--- config.mk ---
export PLATFORM = sky130hd
export DESIGN_NAME = aes_cipher_out_packer
export DESIGN_NICKNAME = d
export VERILOG_FILES = /design/src/rtl/aes_cipher_out_packer.sv
export SDC_FILE = /design/constraint.sdc
export NUM_CORES = 1
export LEC_CHECK = 0
export BUFFER_PORTS_ARGS = -buffer_cell sky130_fd_sc_hd__buf_2
export CORE_UTILIZATION = 51
export DETAILED_ROUTE_END_ITERATION = 10
export PLACE_DENSITY = 0.69
export SETUP_SLACK_MARGIN = 0.05
export SLEW_MARGIN = 40
export SYNTH_ARGS = -nofsm -noshare
export SYNTH_HDL_FRONTEND = slang
export SYNTH_SLANG_ARGS = --single-unit
--- constraint.sdc ---
create_clock -name clk -period 3.25 [get_ports clk]
set_input_delay 0.65 -clock clk [delete_from_list [all_inputs] [get_ports clk]]
set_output_delay 0.65 -clock clk [all_outputs]
set_load 0.01 [all_outputs]
--- src/rtl/aes_cipher_out_packer.sv ---
// Packs the byte-serial AES ciphertext stream into WORD_BYTES-wide words and
// buffers them in a first-word fall-through FIFO with message-boundary tagging.
module aes_cipher_out_packer #(
  parameter int WORD_BYTES = 4,
  parameter int FIFO_DEPTH = 4
) (
  input  logic                              clk,
  input  logic                              reset_n,
  input  logic                              new_message,
  input  logic                              end_message,
  input  logic                              valid_in,
  input  logic [7:0]                        data_in,
  output logic [8*WORD_BYTES-1:0]           word_out,
  output logic                              word_valid,
  input  logic                              word_ready,
  output logic                              word_last,
  output logic [$clog2(WORD_BYTES+1)-1:0]   word_bytes,
  output logic [$clog2(FIFO_DEPTH+1)-1:0]   fifo_level,
  output logic                              overflow
);

  localparam int CW = $clog2(WORD_BYTES + 1);
  localparam int LW = $clog2(FIFO_DEPTH + 1);
  localparam int PW = $clog2(FIFO_DEPTH);
  localparam int WW = 8 * WORD_BYTES;

  typedef struct packed {
    logic [WW-1:0] data;
    logic [CW-1:0] bytes;
    logic          last;
  } entry_t;

  entry_t        mem_q [FIFO_DEPTH];
  entry_t        mem_d [FIFO_DEPTH];
  entry_t        head;
  logic [CW-1:0] count_q, count_d, cnt_base, cnt_after;
  logic [WW-1:0] pack_q, pack_d, pack_next;
  logic [PW-1:0] wr_ptr_q, wr_ptr_d, rd_ptr_q, rd_ptr_d;
  logic [LW-1:0] level_q, level_d;
  logic          overflow_q, overflow_d;
  logic          full_lane, push, pop, do_push;

  // new_message clears first, then the byte lands, then end_message decides the push
  always_comb begin
    cnt_base  = new_message ? '0 : count_q;
    pack_next = new_message ? '0 : pack_q;
    cnt_after = cnt_base;
    if (valid_in) begin
      for (int i = 0; i < WORD_BYTES; i++) begin
        if (cnt_base == CW'(i)) pack_next[8*i +: 8] = data_in;
      end
      cnt_after = cnt_base + 1'b1;
    end
    full_lane = valid_in && (cnt_base == CW'(WORD_BYTES - 1));
    push      = full_lane || end_message;
    count_d   = push ? '0 : cnt_after;
    pack_d    = push ? '0 : pack_next;
  end

  // A push into a full FIFO is only dropped when no pop frees a slot that cycle
  always_comb begin
    mem_d      = mem_q;
    wr_ptr_d   = wr_ptr_q;
    rd_ptr_d   = rd_ptr_q;
    level_d    = level_q;
    pop        = (level_q != '0) && word_ready;
    do_push    = push && ((level_q != LW'(FIFO_DEPTH)) || pop);
    overflow_d = overflow_q | (push & ~do_push);
    if (do_push) begin
      mem_d[wr_ptr_q] = {pack_next, cnt_after, end_message};
      wr_ptr_d        = wr_ptr_q + 1'b1;
    end
    if (pop) rd_ptr_d = rd_ptr_q + 1'b1;
    case ({do_push, pop})
      2'b10:   level_d = level_q + 1'b1;
      2'b01:   level_d = level_q - 1'b1;
      default: level_d = level_q;
    endcase
  end

  always_ff @(posedge clk or negedge reset_n) begin
    if (!reset_n) begin
      count_q    <= '0;
      pack_q     <= '0;
      wr_ptr_q   <= '0;
      rd_ptr_q   <= '0;
      level_q    <= '0;
      overflow_q <= 1'b0;
      for (int i = 0; i < FIFO_DEPTH; i++) mem_q[i] <= '0;
    end else begin
      count_q    <= count_d;
      pack_q     <= pack_d;
      wr_ptr_q   <= wr_ptr_d;
      rd_ptr_q   <= rd_ptr_d;
      level_q    <= level_d;
      overflow_q <= overflow_d;
      mem_q      <= mem_d;
    end
  end

  always_comb begin
    head       = mem_q[rd_ptr_q];
    word_valid = (level_q != '0);
    word_out   = word_valid ? head.data  : '0;
    word_bytes = word_valid ? head.bytes : '0;
    word_last  = word_valid ? head.last  : 1'b0;
    fifo_level = level_q;
    overflow   = overflow_q;
  end

endmodule
Word-level counts from Yosys, hierarchy flattened
Cells that the tools add are included.

storage, ports and cells
  word-level logic and storage cells = 66
  output and inout port bits = 41
  input bits = 14
  register bits after elaboration = 187

operators by class
  mux-type cells = 20
  order comparisons = 3
  equal/unequal tests = 6
  reductions and logical operators = 9
  add/subtract/negate cells = 5
  bitwise gates (word level) = 5

operator list
  operator                                                                      count
  144-bit bitwise mux                                                           1
  32-bit 2-to-1 mux                                                             4
  36-bit 2-to-1 mux                                                             3
  36-bit binary-select mux with 2-bit select                                    1
  36-bit demux with 2-bit select                                                1
  8-bit 2-to-1 mux                                                              4
  3-bit 2-to-1 mux                                                              4
  3-bit by 1-bit adder with 3-bit output, second input constant                 2
  3-bit by 2-bit equality test with 1-bit output, second input constant         2
  3-bit >= comparator, second input constant                                    2
  2-bit NOT with 3-bit output                                                   2
  3-bit case mux with 2 select lines                                            1
  2-bit by 1-bit adder with 2-bit output, second input constant                 2
  1-bit logical AND                                                             4
  3-bit by 1-bit equality test with 1-bit output, second input constant         1
  3-bit logical NOT                                                             1
  3-bit by 1-bit less-than comparator with 1-bit output, second input constant  1
  3-bit != test, second input constant                                          1
  3-bit nonzero test                                                            1
  3-bit by 1-bit subtractor with 3-bit output, second input constant            1
  2-bit by 1-bit equality test with 1-bit output, second input constant         1
  2-bit equality test, second input constant                                    1
  1-bit logical OR                                                              2
  2-bit nonzero test                                                            1
  4 further kinds                                                               4

Longest topological paths before layout
Gate-level depths: netlist of run 1.

  depth in word-level cells = 8
  depth in mapped cells = 15

Worst setup path after synthesis of run 1
OpenSTA, ideal clock, no wires.

  path type = input to register
  start point = input port new_message
  end point = register level_q[2] (netlist: fifo_level[2])
  setup slack = 0.184 ns
  path buffers = 4
  data required time = 3.171 ns
  stages on the path = 15
  library setup time = 0.079 ns
  arrival = 2.986 ns
  path through = nand2b_1 -> buf_2 -> buf_2 -> ha_1 -> buf_2 -> a21oi_2 -> clkbuf_1 -> nor2_1 -> inv_1 -> ha_1 -> inv_1 -> fa_1 -> xor2_1 -> nor2_1 -> xor2_1

on the way
  word-level cells in the longest chain between the ends = 7
  elaborated cells between the ends (all ways) = 9
  classes of those cells = eq/ne: 3; mux: 2; reduce/logical: 4

RTL lines
  item                                                                                          line  source
  from (decl)                                                                                   9     input logic new_message,
  3-bit 2-to-1 mux (*)                                                                          45    cnt_base = new_message ? '0 : count_q;
  3-bit by 2-bit equality test with 1-bit output (*)                                            54    full_lane = valid_in && (cnt_base == CW'(WORD_BYTES - 1));
  1-bit logical AND (*)                                                                         54
  1-bit logical OR (*)                                                                          55    push = full_lane || end_message;
  1-bit logical AND (*)                                                                         67    do_push = push && ((level_q != LW'(FIFO_DEPTH)) || pop);
  2-bit by 1-bit equality test with 1-bit output / 2-bit equality test (equally long branches)  74    case ({do_push, pop})
  3-bit case mux with 2 select lines / 2-bit nonzero test (equally long branches)               n/a
  to (signal assigned)                                                                          95    level_q <= level_d;
  to (decl)                                                                                     39    logic [LW-1:0] level_q, level_d;

Mark *: on every way between the ends. The rest lies on a longest branch, timed or not.
A chain may end at the register's enable or synchronous reset.

Final worst setup path of run 1
  start point = register level_q[1] (netlist: fifo_level[1])
  end point = output port word_out[13]

on the way
  word-level cells in the longest chain between the ends = 2

RTL lines
  item                line  source
  3-bit nonzero test  103   word_valid = (level_q != '0);
  32-bit 2-to-1 mux   104   word_out = word_valid ? head.data : '0;
  to (decl)           13    output logic [8*WORD_BYTES-1:0] word_out,

Every way passes these cells.

==> results of run 1 <==
## metal layers
metal,GRT usage,share of wire
met1,0.3167,0.45
met2,0.3667,0.50
met3,0.04044,0.036
met4,0.08396,0.017
met5,0,0.00070
## layout make-up
class                      count  area (um2)  area share
sequential                   187        4681      0.4697
multi-input combinational    370        3867      0.3881
timing repair buffer          76       516.7     0.05185
clock buffer                  20       446.7     0.04482
tap                          220       275.3     0.02762
clock inverter                12       146.4     0.01469
inverter                       8       30.03    0.003013
antenna                        1       2.502   0.0002511
## worst max-delay path: cells and delay by family, from the launching register on
kind | cells | cell delay [ns]
buf+inv | 2 | 0.48
flops | 1 | 0.44
simple gates | 2 | 0.86
## per-stage QoR
step                worst slack, ns  cell area, um2  power (mW)  utilization  hold slack, ns
finish                       0.3925            9966       7.407       0.5946          0.2244
global route                 0.2688            9966       7.801       0.5946          0.2775
CTS                          0.3260            9963       7.500       0.5945          0.2628
detailed placement           0.4869            9370       5.396       0.5591          0.4513
global placement             0.5450            9370       5.297       0.5591          0.4428
floorplan                    0.1843            8865       4.686            -          0.3544
## final timing paths
kind	startpoint	endpoint	slack (ns)	cells past startpoint
worst max-delay path	fifo_level[1]$_DFFE_PN0P_	word_out[13]	0.39	4
worst min-delay path	reset_n	rd_ptr_q[1]$_DFFE_PN0P_	0.22	1
worst max register to register	count_q[1]$_DFF_PN0_	fifo_level[2]$_DFFE_PN0P_	0.84	12
worst min register to register	overflow$_DFF_PN0_	overflow$_DFF_PN0_	0.46	1
max in group asynchronous	reset_n	mem_q[37]$_DFFE_PN0P_	2.15	2
min in group clk	overflow$_DFF_PN0_	overflow$_DFF_PN0_	0.46	1
## registers in the layout, summed over array words and instances, names as in the netlist
signal	count
count_q	3
overflow	1
rd_ptr_q	2
fifo_level	3
pack_q	32
mem_q	144
wr_ptr_q	2
## cells by family (layout without fill, tap and decap cells)
family | count (synthesis) | count (layout) | synth area share
AOI/OAI and AO/OA | 36 | 36 | 0.03458
xor gates and xnor gates | 7 | 7 | 0.006916
adders and majority gates | 11 | 11 | 0.01637
buffers and inverters | 53 | 116 | 0.03811
DFF | 187 | 187 | 0.5279
muxes | 182 | 182 | 0.2827
other | 0 | 1 | 0
and+or+nand+nor | 134 | 134 | 0.09344
## power by group through the flow
stage | Clock (mW) | Sequential [mW] | Combinational (mW)
floorplan | 0 | 2.95 | 1.73
global placement | 0 | 3.03 | 2.27
detailed placement | 0 | 3.07 | 2.33
CTS | 2.14 | 3.03 | 2.33
global route | 2.24 | 3.09 | 2.47
finish | 2.10 | 3.03 | 2.28
## Yosys cell counts
master / number / area [um2]
dfrtp_1: 187 / 4679
mux2_2: 131 / 1475
and2_1: 68 / 425.4
mux4_2: 36 / 810.8
a32o_1: 24 / 240.2
nor2b_1: 24 / 150.1
clkbuf_1: 17 / 63.81
buf_6: 16 / 180.2
mux2_4: 14 / 210.2
ha_1: 10 / 125.1
o21ai_0: 10 / 50.05
buf_2: 9 / 45.04
nand2b_1: 9 / 56.30
nand3_1: 9 / 45.04
inv_1: 8 / 30.03
nor2_1: 8 / 30.03
nor3b_1: 4 / 30.03
xor2_1: 4 / 35.03
nand3b_1: 3 / 22.52
xnor2_1: 3 / 26.28
and2b_1: 2 / 15.01
buf_4: 2 / 15.01
nand2_1: 2 / 7.510
nor3_1: 2 / 10.01
a21o_1: 1 / 7.510
a21oi_2: 1 / 8.760
buf_1: 1 / 3.750
fa_1: 1 / 20.02
mux2i_1: 1 / 10.01
nor4b_4: 1 / 23.77
or2_2: 1 / 6.260
or3_1: 1 / 6.260
==> metrics.md, run 1 <==
| Metric | Value |
|---|---|
| Status | finished clean |
| Mapped Nets | approximately 640 |
| Syn Std Cell Area | roughly 8900 um2 |
| Worst Tran Pin Value | around 0.71 ns |
| Drt total wl | between 15000 and 20000 um |
| First-pass GRT wire length | 30910 um |
| CTS tree | yes |
| Skew final | around 0.0047 ns |
| Count of pins over their slew limit | 0 |
| Cell row count | between 40 and 50 |
| Cells after Synth | approximately 600 |
| Switching share of power | 0.3001 |
| Port bufs | between 50 and 60 |
| CTS sink count | between 150 and 200 |
| Die X | between 100 and 150 um |
| Layout cells sized above 1 | 0.4383 |
| RSZ-0062 raised after global routing | false |
| Hold_buf cts | 0 |
| #FFs+latches synth | about 190 |
| Layout area overhead | 12.42% |
| Crit-path max FO | 22 |
| Worst-case clock buffer depth | 2 |
| Commonest non-fill, non-tap cell in the layout | dfrtp_1 |
| Arrival time at the worst endpoint | between 2 and 2.5 ns |
| Syn Area/Cell | between 10 and 15 um2 |
| DR vias/cell | ~5.8 |
| Combinational power share | 0.308 |
| Placed cells | 861 |
| Via count | between 5000 and 6000 |
| CP required | 2.60 ns |
| Setup Fix Bufs, Post-CTS | 0 |
| Achievable Freq | about 0.35 GHz |
| Internal power | 5.184 mW |
| Post-cts gate resize count | 0 |
| Crit-path slowest cell | or3_1 |
| CP max stage delay | ~0.68 ns |
| DR WL/cell | between 20 and 25 um |
| DRC Markers | 0 |
| IO Pins | 55 |
| Worst-path cell chain | or3_1 -> buf_4 -> and2_1 -> buf_2 |
| Crit Path Class | flop to primary output |
| Starting Density | 0.5289 |
| Largest net degree at the start of global routing | between 70 and 80 |
| Detail Placement HPWL | 12030 um |
| Number of warnings issued by yosys | 0 |
| Distinct cell type count after synthesis | 32 |
| Tot GR Track Use | 0.2294 |
| Clock transition at path regs | roughly 0.07 ns |
| Sw power | around 2.2 mW |
| Die Ht | approximately 130 um |
| Clock network fraction of total power | 0.284 |
| Die area | 17910 um2 |
| Layout Cells excl Fill | 894 |
| Fin nets | between 600 and 700 |
| # fillers | about 1300 |
| Clock Latency Late Sink | around 0.43 ns |
| Pwr Density | 743.2 nW/um2 |
| Flop pwr share | 0.409 |
| Final setup vio count | 0 |
| Fin. Hold Viols | 0 |
| Core ar. | 16760 um2 |
| Antenna violations before repair | 2 |
| Tmin final | approximately 2.9 ns |
| TNS Setup | 0 ns |
| Placer Congestion | ~0.74 |
| Type of the most critical hold path | primary input to asynchronous set/reset pin |
| Starting DRT DRC Count | around 280 |
| Maxcap violations | 0 |
| Root Buffer | clkbuf_16 |
| Grt total ovfl | 0 |
| Commonest non-fill, non-tap cells in the layout | 186 x dfrtp_1, 131 x mux2_2, 68 x and2_1 |
| Startpoint types | flop |
| Tcrit/Tclk final | 0.8792 |
| Antenna viol nets, final | 0 |
| Critical Path Sink Type | primary output |
| Maximum vdd drop | 0.4559 mV |
| H-tree depth | 4 |
| DRT Pass-1 Iters | 4 |
| Slew HR | 0.5248 |
| Number of global-route vias before repair | 5550 |
| Seq/Total Area, Yosys | 0.5279 |
| Pleak | between 4 and 5 nW |
| CTS Buf Count | 17 |
Power figures use the tool's default switching activity.
==> run 2: changes to the inputs <==
Settings changed: CORE_UTILIZATION 51 to 35, PLACE_DENSITY 0.69 to not set.
==> run 2 against run 1 <==
  * Clock skew increased by 0.0045 ns
  * Final area increased by 0.88%
  * Flip-flop and latch count unchanged
  * Worst hold slack got worse by 0.033 ns
  * Critical path depth unchanged
  * First-iteration DRC count decreased by 16%
  * Global-route usage decreased by 7.0 points
  * Register-to-register slack got worse by 0.15 ns
  * Largest power group unchanged
  * Highest routed layer is now met4
==> metrics.md, run 2 (same netlist as run 1, synthesis figures left out) <==
| Metric | Value |
|---|---|
| CTS sink count | 187 (unchanged) |
| Maximum vdd drop | 0.4847 mV (was 0.4559 mV) |
| CTS Buf Count | 17 (unchanged) |
| Die X | 161.1 um (was 133.8 um) |
| Met3 usage | 0.03313 (was 0.04044) |
| Switching share of power | 0.3073 (was 0.3001) |
| Largest net degree at the start of global routing | 89 (was 76) |
| Post-cts gate resize count | 0 (unchanged) |
| CTS tree | yes (unchanged) |
| Fin. Hold Viols | 0 (unchanged) |
| Clock transition at path regs | 0.07 ns (about the same) |
| IO Pins | 55 (unchanged) |
| Core ar. | 24600 um2 (was 16760 um2) |
| Arrival time at the worst endpoint | 2.04 ns (was 2.21 ns) |
| Starting DRT DRC Count | 232 (was 277) |
| Internal power | 5.143 mW (was 5.184 mW) |
| Port bufs | 54 (unchanged) |
| Fin worst setup slack | 0.5573 ns (was 0.3925 ns) |
| Tmin final | 2.693 ns (was 2.857 ns) |
| RSZ-0062 raised after global routing | false (unchanged) |
| FF-to-FF Start | count_q[0]$_DFF_PN0_ (was count_q[1]$_DFF_PN0_) |
| Fin nets | 684 (was 685) |
| Type of the most critical hold path | primary input to asynchronous set/reset pin (unchanged) |
| Maxcap violations | 0 (unchanged) |
| Skew final | 0.009205 ns (was 0.004658 ns) |
| First-pass GRT wire length | 31780 um (was 30910 um) |
| Achievable Freq | 0.3714 GHz (was 0.3500 GHz) |
| Worst-path cell chain | buf_12 -> mux4_2 -> and2_1 -> buf_2 (was or3_1 -> buf_4 -> and2_1 -> buf_2) |
| H-tree depth | 4 (unchanged) |
| Layout cells sized above 1 | 0.4396 (was 0.4383) |
| Worst reg2reg endpoint | fifo_level[2]$_DFFE_PN0P_ (unchanged) |
| DR vias/cell | 5.167 (was 5.751) |
| Clock network fraction of total power | 0.292 (was 0.284) |
| CP required | 2.60 ns (about the same) |
| Most flop-heavy register | mem_q (unchanged) |
| Layout area overhead | 13.41% (was 12.42%) |
| Crit Path Class | flop to primary output (unchanged) |
| Die area | 25970 um2 (was 17910 um2) |
| Status | finished clean (unchanged) |
| Starting Density | 0.3603 (was 0.5289) |
| CP max stage delay | 0.60 ns (was 0.68 ns) |
| Worst Tran Pin Value | 0.6282 ns (was 0.7128 ns) |
| Detail Placement HPWL | 12830 um (was 12030 um) |
| TNS Setup | 0 ns (unchanged) |
| Critical Path Sink Type | primary output (unchanged) |
| Largest regs | mem_q x144, pack_q x32 (unchanged) |
| Met1 Usage GRT | 0.2181 (was 0.3167) |
| Die Ht | 161.1 um (was 133.8 um) |
| Max reg flops | 144 (unchanged) |
| Cell row count | 57 (was 47) |
| Number of global-route vias before repair | 5660 (was 5550) |
| Setup WS pre-CTS | 0.2079 ns (was 0.4869 ns) |
| Startpoint types | flop (unchanged) |
| Via count | 5146 (was 5141) |
| Antenna violations before repair | 1 (was 2) |
| Internal reg-to-reg setup slack | 0.69 ns (was 0.84 ns) |
| Slew HR | 0.5812 (was 0.5248) |
| Drt total wl | 19380 um (was 18620 um) |
| Antenna viol nets, final | 0 (unchanged) |
| Clock Latency Late Sink | 0.43 ns (about the same) |
| Tcrit/Tclk final | 0.8285 (was 0.8792) |
| Placer Congestion | 0.7457 (was 0.7366) |
| Commonest non-fill, non-tap cell in the layout | dfrtp_1 (unchanged) |
| Crit-path slowest cell | mux4_2 (was or3_1) |
| Setup Fix Bufs, Post-CTS | 0 (unchanged) |
| Count of pins over their slew limit | 0 (unchanged) |
| Met2 usage | 0.2567 (was 0.3667) |
| Sw power | 2.281 mW (was 2.223 mW) |
| DRT Pass-1 Iters | 4 (unchanged) |
| Root Buffer | clkbuf_16 (unchanged) |
| Tot GR Track Use | 0.1597 (was 0.2294) |
| Final setup vio count | 0 (unchanged) |
| Worst-case clock buffer depth | 2 (unchanged) |
| Grt total ovfl | 0 (unchanged) |
| DR WL/cell | 19.45 um (was 20.83 um) |
| Flop pwr share | 0.401 (was 0.409) |
| DRC Markers | 0 (unchanged) |
| Hold_buf cts | 0 (unchanged) |
| Crit-path max FO | 38 (was 22) |
| Commonest non-fill, non-tap cells in the layout | 186 x dfrtp_1, 131 x mux2_2, 68 x and2_1 (unchanged) |
| Reg2reg path depth | 12 (unchanged) |
| Combinational power share | 0.307 (was 0.308) |
| Busiest layer in global routing | met2 (unchanged) |
| Pleak | 4.728 nW (was 4.741 nW) |
| Pwr Density | 738.5 nW/um2 (was 743.2 nW/um2) |
## run 2: cell count changes in the layout (fill, tap and decap cells not counted), moves of 2 or more
cell,before,now
clkinv_4,0,2
inv_6,1,5
buf_4,16,19
buf_12,6,2
clkbuf_1,2,0
clkinv_2,5,1
## run 2: cell type report
class | instances | area (um2)
Inverter | 8 | 30.03
Clock buffer | 17 | 425.4
Antenna cell | 1 | 2.502
Multi-Input combinational cell | 370 | 3867
Fill cell | 2261 | 14550
Clock inverter | 14 | 182.7
Timing Repair Buffer | 75 | 459.2
Tap cell | 324 | 405.4
Sequential cell | 187 | 4681
## run 2: per-stage QoR
stage	cell area (um2)	hold slack, ns	instances	power, mW	util
finish	10050	0.1917	996	7.424	0.4086
global route	10050	0.2226	995	7.821	0.4085
CTS	10050	0.2141	995	7.539	0.4085
detailed placement	9443	0.4895	964	5.368	0.3838
global placement	9443	0.4832	964	5.252	0.3838
floorplan	8865	0.3544	610	4.686	-
## run 2: worst max-delay path by stage
stage | endpoint | slack [ns] | depth (start not counted) | from
2_1_floorplan | fifo_level[2]$_DFFE_PN0P_ | 0.18 | 15 | new_message
3_3_place_gp | fifo_level[2]$_DFFE_PN0P_ | 0.34 | 13 | new_message
3_5_place_dp | mem_q[125]$_DFFE_PN0P_ | 0.21 | 9 | new_message
4_1_cts | word_out[27] | 0.51 | 4 | rd_ptr_q[0]$_DFFE_PN0P_
5_1_grt | word_out[22] | 0.45 | 4 | rd_ptr_q[0]$_DFFE_PN0P_
6_report | word_out[27] | 0.56 | 4 | rd_ptr_q[0]$_DFFE_PN0P_
## run 2: power groups by stage
stage	Sequential (mW)	Combinational (mW)	Clock, mW
2_1_floorplan	2.95	1.73	0
3_3_place_gp	2.98	2.27	0
3_5_place_dp	3.03	2.34	0
4_1_cts	2.98	2.35	2.21
5_1_grt	3.03	2.49	2.30
6_report	2.98	2.28	2.17
## run 2: per-layer routing
metal,vias up,routed length (um)
li1,2280,-
met1,2743,9074
met2,107,9306
met3,16,774
met4,0,220
met5,-,0
## run 2: worst max-delay path, delay by kind of cell, from the launching register on
| family | cells | cell delay [ns] |
|---|---|---|
| flip-flops | 1 | 0.38 |
| AND/OR/NAND/NOR | 1 | 0.18 |
| buffers and inverters | 2 | 0.44 |
| multiplexers | 1 | 0.60 |
==> run 3: changes to the inputs <==
Clock period 3.25 ns to 2.5 ns, I/O delays scaled along.
==> run 3 against run 2 <==
  * Routed wire length increased by 5.5%
  * Register-to-register slack got worse by 0.49 ns
  * Die area unchanged
  * Flip-flop and latch count unchanged
  * Utilization increased by 2.2 points
  * Final area increased by 5.4%
  * First-iteration DRC count increased by 23%
  * Count of clock-buffer cells in the layout unchanged
  * Cell count increased by 2.4%
  * Sequential power increased by 31%
  * Clock power increased by 29%
  * Clock skew decreased by 0.00079 ns
  * Critical path type unchanged
  * Highest routed layer unchanged
==> metrics.md, run 3 (same netlist as run 1, synthesis figures left out) <==
| Metric | Value |
|---|---|
| Status | finished clean (unchanged) |
| Achievable Freq | slightly above 0.4 GHz |
| Clock Latency Late Sink | 0.43 ns (about the same) |
| Largest net degree at the start of global routing | 64 (was 89) |
| Power after layout | 10.36 mW (was 7.424 mW) |
| Commonest non-fill, non-tap cell in the layout | dfrtp_1 (unchanged) |
| Worst Tran Pin Value | 0.6326 ns (was 0.6282 ns) |
| Count of pins over their slew limit | 0 (unchanged) |
| Fin. Hold Viols | 0 (unchanged) |
| Antenna violations before repair | 1 (unchanged) |
| Clock transition at path regs | 0.07 ns (about the same) |
| WHS | 0.06380 ns (was 0.1917 ns) |
| Layout cells sized above 1 | 0.5022 (was 0.4396) |
| Antenna viol nets, final | 0 (unchanged) |
| Tot GR Track Use | 0.1645 (was 0.1597) |
| Most flop-heavy register | mem_q (unchanged) |
| Reg2reg path depth | 12 (unchanged) |
| Crit-path max FO | 5 (was 38) |
| Worst reg2reg endpoint | fifo_level[2]$_DFFE_PN0P_ (unchanged) |
| Core ar. | 24600 um2 (unchanged) |
| Die X | 161.1 um (unchanged) |
| Crit Path Class | flop to primary output (unchanged) |
| DR vias/cell | 5.112 (was 5.167) |
| CTS Buf Count | 17 (unchanged) |
| # fillers | 2256 (was 2261) |
| Number of global-route vias before repair | 5760 (was 5660) |
| Drt total wl | 20450 um (was 19380 um) |
| IO Pins | 55 (unchanged) |
| Maximum vdd drop | 0.6838 mV (was 0.4847 mV) |
| Pwr Density | 977.1 nW/um2 (was 738.5 nW/um2) |
| Detail Placement HPWL | 13330 um (was 12830 um) |
| Hold_buf cts | 0 (unchanged) |
| Worst-case clock buffer depth | 2 (unchanged) |
| Internal reg-to-reg setup slack | 0.20 ns (was 0.69 ns) |
| Die Ht | 161.1 um (unchanged) |
| Placer Congestion | 0.7797 (was 0.7457) |
| Grt total ovfl | 0 (unchanged) |
| Cell row count | 57 (unchanged) |
| Placed cells | 980 (was 964) |
| Pleak | 4.959 nW (was 4.728 nW) |
| Port bufs | 54 (unchanged) |
| CP required | 2.00 ns (was 2.60 ns) |
| CTS tree | yes (unchanged) |
| Post-DP Area | 9641 um2 (was 9443 um2) |
| Skew final | 0.008413 ns (was 0.009205 ns) |
| Starting Density | 0.3603 (unchanged) |
| DRT Pass-1 Iters | 4 (unchanged) |
| Via count | 5214 (was 5146) |
| Tmin final | between 2 and 2.5 ns |
| Type of the most critical hold path | primary input to asynchronous set/reset pin (unchanged) |
| CTS sink count | 187 (unchanged) |
| Root Buffer | clkbuf_16 (unchanged) |
| First-pass GRT wire length | 32650 um (was 31780 um) |
| H-tree depth | 4 (unchanged) |
| Critical Path Sink Type | primary output (unchanged) |
| FF-to-FF Start | count_q[0]$_DFF_PN0_ (unchanged) |
| RSZ-0062 raised after global routing | true (was false) |
| Starting DRT DRC Count | 286 (was 232) |
| Startpoint types | flop (unchanged) |
| Final Cell Area | 10600 um2 (was 10050 um2) |
| Maxcap violations | 0 (unchanged) |
| Die area | 25970 um2 (unchanged) |
| Fin nets | 707 (was 684) |
| DR WL/cell | 20.04 um (was 19.45 um) |
| Layout Cells excl Fill | 1020 (was 996) |
| Max reg flops | 144 (unchanged) |
| Slew HR | 0.5738 (was 0.5812) |
| Tcrit/Tclk final | 0.9703 |
| Largest regs | mem_q x144, pack_q x32 (unchanged) |
| Layout area overhead | 19.58% (was 13.41%) |
| DRC Markers | 0 (unchanged) |
| Final setup vio count | 0 (unchanged) |
| Arrival time at the worst endpoint | 1.93 ns (was 2.04 ns) |
| Commonest non-fill, non-tap cells in the layout | 186 x dfrtp_1, 131 x mux2_2, 44 x and2_1 (was 186 x dfrtp_1, 131 x mux2_2, 68 x and2_1) |
-- run 3: repair_timing --
action | CTS | global route
gates resized for setup | 2 | 53
buffers inserted | 0 | 3
cloned | 0 | 4
hold endpoints to repair | 0 | 0
pin swaps | 0 | 13
endpoints found under the setup margin | 22 | 36
-- run 3: cell type report --
class / instances / area, um2 / area share
Sequential cell: 187 / 4681 / 0.4416
Antenna cell: 1 / 2.502 / 0.0002361
Multi-Input combinational cell: 370 / 3968 / 0.3743
Clock buffer: 17 / 425.4 / 0.04013
Inverter: 8 / 30.03 / 0.002833
Tap cell: 324 / 405.4 / 0.03824
Clock inverter: 15 / 185.2 / 0.01747
Timing Repair Buffer: 98 / 903.4 / 0.08522
-- run 3: how the worst max path moves through the flow --
stage	startpoint	endpoint	slack [ns]	cells after the start
floorplan	new_message	fifo_level[2]$_DFFE_PN0P_	-0.12	15
global placement	new_message	mem_q[11]$_DFFE_PN0P_	0.05	9
detailed placement	new_message	mem_q[25]$_DFFE_PN0P_	0.002	9
CTS	rd_ptr_q[0]$_DFFE_PN0P_	word_bytes[2]	0.01	4
global route	rd_ptr_q[0]$_DFFE_PN0P_	word_out[25]	-0.006	5
finish	rd_ptr_q[0]$_DFFE_PN0P_	word_out[25]	0.07	5
-- run 3: metrics by stage --
stage | setup TNS, ns | setup slack [ns] | utilization
final | 0 | 0.07432 | 0.4308
after global placement | 0 | 0.04816 | 0.3918
after CTS | 0 | 0.01331 | 0.4169
after floorplan | -0.1191 | -0.1191 | -
after global routing | -0.006350 | -0.006170 | 0.4307
after detailed placement | 0 | 0.002134 | 0.3918
-- run 3: power breakdown --
part | switching (mW) | total (mW) | internal, mW | leakage, nW
registers | 0.316 | 3.89 | 3.57 | 2.53
clock network | 1.22 | 2.81 | 1.60 | 0.301
logic | 1.61 | 3.66 | 2.04 | 2.13
total | 3.15 | 10.4 | 7.21 | 4.96
-- run 3: critical path, cell delays in order, from the launching register on --
cell and delay, ns:
dfrtp_2 0.40, buf_12 0.14, clkbuf_16 0.16, mux4_2 0.50
and2_1 0.16, buf_2 0.13
-- run 3: routing by layer --
| metal | up-vias | GRT usage | part of all wire | wire length (um) |
|---|---|---|---|---|
| met5 | - | 0 | 0 | 0 |
| met4 | 0 | 0.04074 | 0.012 | 251 |
| met3 | 16 | 0.04006 | 0.045 | 910 |
| met2 | 103 | 0.2668 | 0.48 | 9840 |
| met1 | 2769 | 0.2211 | 0.46 | 9442 |
| li1 | 2326 | - | - | - |
